--- config.mk ---
export PLATFORM = sky130hd
export DESIGN_NAME = fxp_seq_multiplier
export DESIGN_NICKNAME = d
export VERILOG_FILES = /design/src/rtl/fxp_pkg.sv /design/src/rtl/fxp_saturate.sv /design/src/rtl/fxp_seq_multiplier.sv
export SDC_FILE = /design/constraint.sdc
export NUM_CORES = 1
export LEC_CHECK = 0
export CAP_MARGIN = 20
export CORE_ASPECT_RATIO = 1.25
export CORE_MARGIN = 4
export CORE_UTILIZATION = 44
export DETAILED_ROUTE_END_ITERATION = 10
export GPL_ROUTABILITY_DRIVEN = 1
export SYNTH_ARGS = -nofsm -noshare
export SYNTH_HDL_FRONTEND = slang
export SYNTH_SLANG_ARGS = --single-unit
export TNS_END_PERCENT = 20
--- constraint.sdc ---
create_clock -name clk -period 7.3 [get_ports clk]
set_clock_uncertainty 0.15 [all_clocks]
set_input_delay 1.46 -clock clk [delete_from_list [all_inputs] [get_ports clk]]
set_output_delay 1.46 -clock clk [all_outputs]
set_load 0.03 [all_outputs]
--- src/rtl/fxp_pkg.sv ---
// Shared definitions for the sequential fixed-point multiplier:
// FSM state encoding and default operand geometry (Q16.16 in 32 bits).
package fxp_pkg;

    localparam int FXP_DEFAULT_WIDTH = 32;
    localparam int FXP_DEFAULT_FRAC  = 16;

    typedef enum logic [1:0] {
        IDLE = 2'd0,
        BUSY = 2'd1,
        DONE = 2'd2
    } fxp_state_t;

endpackage

--- src/rtl/fxp_saturate.sv ---
// Combinational post-processing of the full signed product: optional
// rounding, arithmetic right shift by FRAC, and clamp to WIDTH bits.
// Build option: define FXP_MUL_ROUND_EN to round half toward +infinity
// before the shift; otherwise the shift truncates (floor).
module fxp_saturate
    import fxp_pkg::*;
#(
    parameter int WIDTH = FXP_DEFAULT_WIDTH,
    parameter int FRAC  = FXP_DEFAULT_FRAC
) (
    input  logic signed [2*WIDTH-1:0] i_product,
    output logic        [WIDTH-1:0]   o_result,
    output logic                      o_ovf
);

    // One guard bit keeps the rounding add from ever wrapping.
    localparam int EW = 2 * WIDTH + 1;

    logic signed [EW-1:0] w_ext;
    logic signed [EW-1:0] w_rounded;
    logic signed [EW-1:0] w_scaled;
    logic signed [EW-1:0] w_max;
    logic signed [EW-1:0] w_min;

    assign w_ext = {i_product[2*WIDTH-1], i_product};

`ifdef FXP_MUL_ROUND_EN
    assign w_rounded = w_ext + (EW'(1) <<< (FRAC - 1));
`else
    assign w_rounded = w_ext;
`endif

    assign w_scaled = w_rounded >>> FRAC;

    // Largest positive and most negative WIDTH-bit values, sign-extended.
    assign w_max = {{(WIDTH + 2){1'b0}}, {(WIDTH - 1){1'b1}}};
    assign w_min = {{(WIDTH + 2){1'b1}}, {(WIDTH - 1){1'b0}}};

    // Clamp the scaled value into range and flag any clamping.
    always_comb begin
        o_result = w_scaled[WIDTH-1:0];
        o_ovf    = 1'b0;
        if (w_scaled > w_max) begin
            o_result = {1'b0, {(WIDTH - 1){1'b1}}};
            o_ovf    = 1'b1;
        end else if (w_scaled < w_min) begin
            o_result = {1'b1, {(WIDTH - 1){1'b0}}};
            o_ovf    = 1'b1;
        end
    end

endmodule

--- src/rtl/fxp_seq_multiplier.sv ---
// Sequential signed fixed-point multiplier, Q(WIDTH-FRAC).FRAC operands.
// Valid/ready handshake on both sides. Operand magnitudes are multiplied
// by shift-add, one multiplier bit per cycle for WIDTH cycles; one more
// cycle applies the sign and registers the saturated result, so out_valid
// rises WIDTH+1 edges after the accepting edge.
// Build option: FXP_MUL_ROUND_EN (see fxp_saturate) selects rounding;
// latency is the same either way.
module fxp_seq_multiplier
    import fxp_pkg::*;
#(
    parameter int WIDTH = FXP_DEFAULT_WIDTH,
    parameter int FRAC  = FXP_DEFAULT_FRAC
) (
    input  logic             clk,
    input  logic             rst_n,
    input  logic             in_valid,
    output logic             in_ready,
    input  logic [WIDTH-1:0] a,
    input  logic [WIDTH-1:0] b,
    output logic             out_valid,
    input  logic             out_ready,
    output logic [WIDTH-1:0] result,
    output logic             ovf
);

    // Counter must reach WIDTH itself: that value marks the finalize cycle.
    localparam int CW = $clog2(WIDTH + 1);

    fxp_state_t         r_state;
    logic [CW-1:0]      r_cnt;
    logic [2*WIDTH-1:0] r_mcand;
    logic [2*WIDTH-1:0] r_acc;
    logic [WIDTH-1:0]   r_mplier;
    logic               r_neg;
    logic [WIDTH-1:0]   r_result;
    logic               r_ovf;

    logic                      w_accept;
    logic [WIDTH-1:0]          w_a_mag;
    logic [WIDTH-1:0]          w_b_mag;
    logic signed [2*WIDTH-1:0] w_product;
    logic [WIDTH-1:0]          w_sat_result;
    logic                      w_sat_ovf;

    assign in_ready  = (r_state == IDLE);
    assign out_valid = (r_state == DONE);
    assign result    = r_result;
    assign ovf       = r_ovf;
    assign w_accept  = in_valid && in_ready;

    // Unsigned magnitudes: the most-negative value maps to 2^(WIDTH-1),
    // which still fits in WIDTH unsigned bits, so it is handled exactly.
    assign w_a_mag = a[WIDTH-1] ? (~a + 1'b1) : a;
    assign w_b_mag = b[WIDTH-1] ? (~b + 1'b1) : b;

    // Magnitude product is at most 2^(2*WIDTH-2), so negation cannot wrap;
    // a zero product stays zero whatever the sign flag says.
    assign w_product = r_neg ? -$signed(r_acc) : $signed(r_acc);

    fxp_saturate #(
        .WIDTH (WIDTH),
        .FRAC  (FRAC)
    ) u_saturate (
        .i_product (w_product),
        .o_result  (w_sat_result),
        .o_ovf     (w_sat_ovf)
    );

    // Handshake FSM with shift-add datapath; operands are only sampled in IDLE.
    always_ff @(posedge clk or negedge rst_n) begin
        if (!rst_n) begin
            r_state  <= IDLE;
            r_cnt    <= '0;
            r_mcand  <= '0;
            r_acc    <= '0;
            r_mplier <= '0;
            r_neg    <= 1'b0;
            r_result <= '0;
            r_ovf    <= 1'b0;
        end else begin
            case (r_state)
                IDLE: begin
                    if (w_accept) begin
                        r_mcand  <= {{WIDTH{1'b0}}, w_a_mag};
                        r_mplier <= w_b_mag;
                        r_neg    <= a[WIDTH-1] ^ b[WIDTH-1];
                        r_acc    <= '0;
                        r_cnt    <= '0;
                        r_state  <= BUSY;
                    end
                end
                BUSY: begin
                    if (r_cnt == CW'(WIDTH)) begin
                        r_result <= w_sat_result;
                        r_ovf    <= w_sat_ovf;
                        r_state  <= DONE;
                    end else begin
                        if (r_mplier[0]) begin
                            r_acc <= r_acc + r_mcand;
                        end
                        r_mcand  <= r_mcand << 1;
                        r_mplier <= r_mplier >> 1;
                        r_cnt    <= r_cnt + 1'b1;
                    end
                end
                DONE: begin
                    if (out_ready) begin
                        r_state <= IDLE;
                    end
                end
                default: r_state <= IDLE;
            endcase
        end
    end

endmodule
* Word-level counts from Yosys, hierarchy flattened
Cells that the tools add are included.
Operators by class: multiplexer cells 24, reductions and logical operators 8, equality and inequality tests 8, bitwise logic cells 3, magnitude comparators 2, add/sub/neg operators 5
Operators with widths (count):
- 64-bit two-way mux | 6
- 64-bit one-hot mux with 2 select lines | 2
- 32-bit two-way mux | 6
- 32-bit by 1-bit adder with 32-bit output (second input constant) | 2
- 64-bit adder | 1
- 64-bit negation | 1
- 32-bit inverter | 2
- 32-bit one-hot mux with 2 select lines | 1
- 48-bit by 32-bit > comparator with 1-bit output (second input constant) | 1
- 48-bit by 32-bit < comparator with 1-bit output (second input constant) | 1
- 6-bit two-way mux | 2
- 6-bit one-hot mux with 2 select lines | 1
- 6-bit by 1-bit adder with 6-bit output (second input constant) | 1
- 6-bit == test (second input constant) | 1
- 2-bit two-way mux | 3
- 2-bit != test (second input constant) | 3
- 2-bit one-hot mux with 3 select lines | 1
- 3-bit AND reduction | 2
- 2-bit by 1-bit != test with 1-bit output (second input constant) | 2
- 2-bit AND reduction | 2
- 4-bit AND reduction | 1
- 2-bit by 1-bit == test with 1-bit output (second input constant) | 1
- 2-bit == test (second input constant) | 1
- 2-bit zero test | 1
- 4 further kinds | 5
Word-level totals: input port bits 68, output and inout bits 35, flip-flop bits (word level) 202

* Logic depth before layout (Yosys ltp)
depth after elaboration 5, gate-level depth with buffers 13

* Cells and area by module
A second synthesis with hierarchy kept.
Unflattened totals: cell total of the unflattened synthesis 1797, area, all modules 14734.1 um2
By module, submodules not included:
- fxp_seq_multiplier | cells an instance 1748, area each 14352.5 um2, times used 1
- fxp_saturate | cells an instance 49, area each 381.6 um2, times used 1

* Worst setup path before layout
No wires, ideal clock.
path type input port to flip-flop, start point in b[4], end point reg r_mplier[26], setup time 0.129 ns, stages 11, path slack 2.781 ns, arrival 4.240 ns, buffers on the path 0, cells stage by stage nor4_1 nand2_1 or4_1 or4_1 or3_1 or3_1 o31ai_1 xor2_1 nor2_1 a21oi_1 o21ai_1
On the way: cells in the longest elaborated chain, start to end 5
Ends and longest elaborated chain:
- from (decl) | RTL line fxp_seq_multiplier.sv:19 | input logic [WIDTH-1:0] b,
- 32-bit inverter | RTL line fxp_seq_multiplier.sv:54 | assign w_b_mag = b[WIDTH-1] ? (~b + 1'b1) : b;
- 32-bit by 1-bit adder with 32-bit output | RTL line fxp_seq_multiplier.sv:54
- 32-bit two-way mux | RTL line fxp_seq_multiplier.sv:54
- 32-bit two-way mux | RTL line fxp_seq_multiplier.sv:83 | if (w_accept) begin
- 32-bit one-hot mux with 2 select lines | RTL line fxp_seq_multiplier.sv:81 | case (r_state)
- to (signal assigned) | RTL line fxp_seq_multiplier.sv:85 | r_mplier <= w_b_mag;
- to (signal assigned) | RTL line fxp_seq_multiplier.sv:102 | r_mplier <= r_mplier >> 1;
- to (decl) | RTL line fxp_seq_multiplier.sv:33 | logic [WIDTH-1:0] r_mplier;
No other way between the ends. The select of a mux whose other input is x is not followed. A chain may end at the register's enable or synchronous reset.

* Worst setup path after layout
Ends and elaborated chain as after synthesis.

==> results.tsv <==
metric	value	unit
antenna_left	0	
htreeDepth	1	
critPathMaxFanout	4	
startpoint_type	input port	
dieWidth	168	um
hpwlAfterDp	25.5	mm
setup_violations	0	
cap_violations	0	
seq_power_share	30.5	%
cts_sinks	202	
wl	34.8	mm
slew_viol_final	0	
path_clk_slew	60	ps
nets	1896	
start_util	45.0	%
wl_per_cell	16.0	um
power.density	436	nW/um2
dieArea	34900	um2
cts_root_buf	clkbuf_16	
die_y	208	um
synthDominantCellAreaShare	35.9	%
synth_warnings	0	
rsz0062_at_grt	no	
drc	0	
rows	72	
crit_slowest_cell	or4_1	
area_growth	14.4	%
slew_headroom	27.8	%
async_flop_share	100	%
post-cts-setup-buffers	0	
hp-class	reg2reg	
drt-initial-drc-count	633	
max_freq	211	MHz
clk_latency	520	ps
ys_top_cells_by_area	dfrtp_1, o21ai_0, xor2_1	
combPwrFrac	52.8	%
cp.arrival	4970	ps
critPathKind	in2reg	
tns	0	ps
synth_seq_cells	202	
first_pass_iters	5	
slowest_delay	540	ps
yosysMostFrequentCell	nand2_1	
insertedDiodeCount	0	
period_share	65.0	%
antenna_found_initial	0	
synthCells	1726	
synth_ff_type	dfrtp_1	
dp_cells	2141	
synth_top_cells_by_count	nand2_1, o21ai_0, dfrtp_1, a21oi_1, nor2_1	
cts_tree	yes	
overflow	0	
vias_per_cell	5.60	
swShare	46.0	%
grt_max_degree	121	
crit_buf_inv	1	
synth_area_per_cell	8.15	um2
drive_gt1_share	5.87	%
crit_chain	clkdlybuf4s50_1 > nor4_1 > nand2_1 > or4_1 > or4_1 > or3_1 > or3_1 > o31ai_1 > xor2_1 > nor2_1 > a21oi_1 > o21ai_1	
synth-edff-count	0	
period_minus_slack	4750	ps
worst_pin_slew	1080	ps
outcome	finished clean	
power.switching	3.23	mW
num_vias	12200	
nFillCells	3010	
cts_hold_buf	0	
worst_setup_path_end_kind	flop	
yosysSeqAreaShare	35.9	%
synth_cell_types	68	
power	7.02	mW
grt_use_total	19.7	%
syn_nets	1862	
synth_area_leader_cell	dfrtp_1	
grt_pass1_wl	59.2	mm
whs	332	ps
ioPinCount	103	
gp_congestion	0.885	
internal_power	3.79	mW
synthesis.area	14100	um2
port_buffers	102	
p_leak	6.89	nW
hold_viol	0	
core-area	31300	um2
fin_area	16100	um2
grt_pass1_vias	11800	
clockBufferDepth	3	
cts_resized	0	
final_cells	2180	
required	7520	ps
placed_cell_area	15300	um2
p_clk_share	16.7	%
cts_made_buffers	23	
crit_family	simple AND/OR/NAND/NOR gates	
vdd_ir_drop_max	0.000188	V
==> through the flow <==
step / util, % / worst slack [ps]
6_report: 51.5 / 2550
3_3_place_gp: 49.0 / 2010
3_5_place_dp: 49.0 / 2020
5_1_grt: 51.5 / 2260
2_1_floorplan: - / 2780
4_1_cts: 51.4 / 2580
==> cell usage in the layout, fill, tap and decap left out, types with 10 or more instances in the layout <==
cell             instances
xnor2_1                 35
o21bai_1                12
o31ai_1                 29
or3_1                   18
o21ai_0                226
inv_1                   20
dfrtp_1                202
a31oi_1                 11
a21oi_1                135
buf_4                   11
nand2_1                226
nor4_1                  13
nor2_1                 124
a21o_1                  39
nand3_1                 78
nand2b_1                10
o41ai_1                 13
nor2b_1                 11
ha_1                    67
clkbuf_16               23
clkdlybuf4s50_1        101
nor3_1                  17
and3_1                  10
a21oi_2                 29
or4_1                   20
xor2_1                 125
nand4_1                 22
o21ai_1                 35
==> path summary, 6_finish.rpt <==
path	start	endpoint	slack, ps	depth (start not counted)
max	b[4]	r_mplier[26]$_DFFE_PN0P_	2550	12
min	r_mplier[17]$_DFFE_PN0P_	r_mplier[17]$_DFFE_PN0P_	330	2
max reg2reg	r_acc[19]$_DFFE_PN0P_	result[17]$_DFFE_PN0P_	2600	11
min reg2reg	r_mplier[17]$_DFFE_PN0P_	r_mplier[17]$_DFFE_PN0P_	330	2
max in group asynchronous	rst_n	r_mplier[11]$_DFFE_PN0P_	4850	2
min in group asynchronous	rst_n	result[10]$_DFFE_PN0P_	800	1
==> metal layers <==
metal / vias up / global-route usage, % / share of wire [%]
met4: 0 / 5.15 / 2.2
met3: 50 / 2.15 / 3.7
met2: 207 / 32.2 / 45
met1: 5694 / 28.1 / 49
li1: 6267 / - / -
met5: - / 0 / 0
==> final cells by class <==
class | instances | area (um2) | share of cell area, %
clock buffer | 32 | 679 | 4.22
clock inverter | 6 | 82.6 | 0.513
inverter | 21 | 78.8 | 0.490
multi-input combinational | 1398 | 8560 | 53.2
sequential | 202 | 5050 | 31.4
tap | 407 | 509 | 3.16
timing repair buffer | 114 | 1130 | 7.00
==> registers in the layout, indices dropped and copies added, names as in the netlist <==
| signal | flops |
|---|---|
| r_state | 2 |
| ovf | 1 |
| r_mplier | 32 |
| r_acc | 64 |
| r_neg | 1 |
| r_cnt | 6 |
| r_mcand | 64 |
| result | 32 |
==> power by group through the flow <==
stage          clock (mW)  combinational (mW)  sequential [mW]
4_1_cts              1.21                3.71             2.14
3_5_place_dp            0                3.69             2.15
6_report             1.17                3.70             2.14
3_3_place_gp            0                3.64             2.14
5_1_grt              1.25                4.19             2.21
2_1_floorplan           0                2.76             2.09
==> tightest hold or removal path: cells and delay by family, from the launching register on <==
family | cells | cell delay [ps]
AOI/OAI and AO/OA | 1 | 60
and+or+nand+nor | 1 | 50
DFF | 1 | 340
==> kinds of logic (layout without fill, tap and decap cells) <==
kind of cell / after synthesis / in the layout / share of synthesized area (%)
compound gates: 585 / 585 / 25.0
simple gates: 578 / 578 / 19.0
flops: 202 / 202 / 35.9
xor+xnor: 160 / 160 / 9.96
buf+inv: 126 / 173 / 3.52
fa+ha+maj: 68 / 68 / 6.10
mux: 7 / 7 / 0.525
(Power assumes the default switching activity.)
==> edit, RTL diff (same settings) <==
The package constant `FXP_DEFAULT_WIDTH` goes from 32 to 16.
--- a/src/rtl/fxp_pkg.sv
+++ b/src/rtl/fxp_pkg.sv
@@ -3,5 +3,5 @@
 package fxp_pkg;
 
-    localparam int FXP_DEFAULT_WIDTH = 32;
+    localparam int FXP_DEFAULT_WIDTH = 16;
     localparam int FXP_DEFAULT_FRAC  = 16;
 
Ports: changed (resized a, b and result); port bits go from 103 to 55. The function was not compared with the original's and may differ.
==> edit against the original RTL <==
- design area fell by 52%
- worst setup slack improved by 1.0 ns
- sequential cell count fell by 97
- synthesized cell count fell by 54%
- power fell by 54%
- register-to-register slack improved by 0.96 ns
- critical endpoint is now r_acc[30]$_DFFE_PN0P_
- area after synthesis fell by 52%
- largest power group unchanged
- sequential share of layout area rose by 2.8 points
- wire length fell by 57%
- fmax rose by 27%
- highest routed layer unchanged
==> edit: results (changes against the original RTL) <==
| Metric | Value |
|---|---|
| Final Util | `51.2% (-0.30 points)` |
| Tot Pwr | `3.25 mW (-54%)` |
| Slowest cell on the critical path | `a2111oi_2` |
| Xor and xnor area share after synthesis | `9.10% (-0.86 points)` |
| Critical Path AT | `3.84 ns (-1.13 ns)` |
| Fillers | `1456 (-52%)` |
| Worst-skew pair later-pin latency | `0.35 ns (-0.17 ns)` |
| CTS Buf Count | `9 (-61%)` |
| Pre-Repair DR Iteration Count | `4 (-1)` |
| Clock share of power | `13.7% (-3.0 points)` |
| Peak supply drop | `160 µV (-15%)` |
| Highest Clock Rate | `0.267 GHz (+27%)` |
| Hold WS | `0.325 ns (-0.00631 ns)` |
| Cell leakage power | `3.50 nW (-49%)` |
| Post-synthesis mux area share | `0.929% (+0.40 points)` |
| Routability Congestion | `0.862 (-2.7%)` |
| Top Registers | `r_acc (32), r_mcand (32)` |
| Initial antenna violation count | `0 (unchanged)` |
| Commonest cells post-synth | `nand2_1, dfrtp_1, o21ai_0` |
| Placed inst area | `7400 µm² (-52%)` |
| Vias in the first global route | `5678 (-52%)` |
| Combinational power | `1.74 mW (-53%)` |
| Post-synth ARST share | `100% (unchanged)` |
| Distinct cells, synth | `53 (-22%)` |
| Outcome | `complete, no violations` |
| Mean Syn Cell Area | `8.40 µm² (+3.0%)` |
| Largest net degree at the start of global routing | `77 (-36%)` |
| Psw | `1.47 mW (-54%)` |
| Post-Synthesis Net Count | `874 (-53%)` |
| Top post-synthesis cells by area | `dfrtp_1, nand2_1, ha_1` |
| IO buf count | `54 (-47%)` |
| Post-Layout Cell Count | `1020 (-53%)` |
| Routed WL | `15.0 mm (-57%)` |
| HPWL Detailed | `11.0 mm (-57%)` |
| Gr usage total | `18.3% (-1.5 points)` |
| Layout cells sized above 1 | `3.94% (-1.9 points)` |
| Compound-Gate Fraction of Synth Area | `22.5% (-2.5 points)` |
| Register area share after synthesis | `39.0% (+3.1 points)` |
| # nets final | `906 (-52%)` |
| CTS max path bufs | `2 (-1)` |
| Place WS | `3.44 ns (+1.42 ns)` |
| CTS HTree Levels | `3 (+2)` |
| DR vias/cell | `5.57 (-0.54%)` |
| First-pass GRT wire length | `26.5 mm (-55%)` |
| Initial drt markers | `260 (-59%)` |
| Worst-margin pin slew | `0.955 ns (-0.127 ns)` |
| Max incr delay on CP | `0.51 ns (-0.03 ns)` |
| Post-Synth Adder-Cell Area | `6.80% (+0.70 points)` |
| Reg2Reg Setup Slack | `3.56 ns (+0.96 ns)` |
## edit: cell types whose count changed after synthesis, sizes merged, moves of 15 or more
cell,delta
ha,-32
xor2,-76
or4,-16
clkbuf,-54
nand2,-103
o21ai,-154
nand3,-45
nand4,-15
a21oi,-107
a21o,-18
dfrtp,-97
nor2,-64
## edit: layout make-up
type / instances / area share, %
multi-input combinational: 639 / 50.7
tap: 182 / 2.96
sequential: 105 / 34.2
inverter: 19 / 0.944
clock inverter: 4 / 0.260
timing repair buffer: 60 / 7.75
clock buffer: 11 / 3.16
## edit: metal layers
metal	GRT usage (%)	vias to the layer above	part of all wire (%)
met1	23.2	2654	46
li1	-	2904	-
met3	2.25	23	3.0
met2	31.4	105	49
met4	7.48	0	2.2
met5	0	-	0
## edit: worst paths after layout
check                                  startpoint                      end
max                        r_mcand[0]$_DFFE_PN0P_    r_acc[30]$_DFFE_PN0P_
min                         result[8]$_DFFE_PN0P_    result[8]$_DFFE_PN0P_
max reg2reg                r_mcand[0]$_DFFE_PN0P_    r_acc[30]$_DFFE_PN0P_
min reg2reg                 result[8]$_DFFE_PN0P_    result[8]$_DFFE_PN0P_
max in group asynchronous                   rst_n   r_mcand[3]$_DFFE_PN0P_
min in group asynchronous                   rst_n  r_mcand[28]$_DFFE_PN0P_
## edit: kinds of logic after synthesis
| logic type | Yosys count |
|---|---|
| and+or+nand+nor | 274 |
| adders and majority gates | 36 |
| AOI/OAI and AO/OA | 253 |
| muxes | 6 |
| buffers and inverters | 58 |
| DFF | 105 |
| xor gates and xnor gates | 70 |
## edit: critical path: cells and delay by family, from the launching register on
family / cells / cell delay [ns]
AO/OA/AOI/OAI: 8 / 2.27
adder cells (fa/ha/maj): 2 / 0.66
flip-flops: 1 / 0.40
AND/OR/NAND/NOR: 1 / 0.17
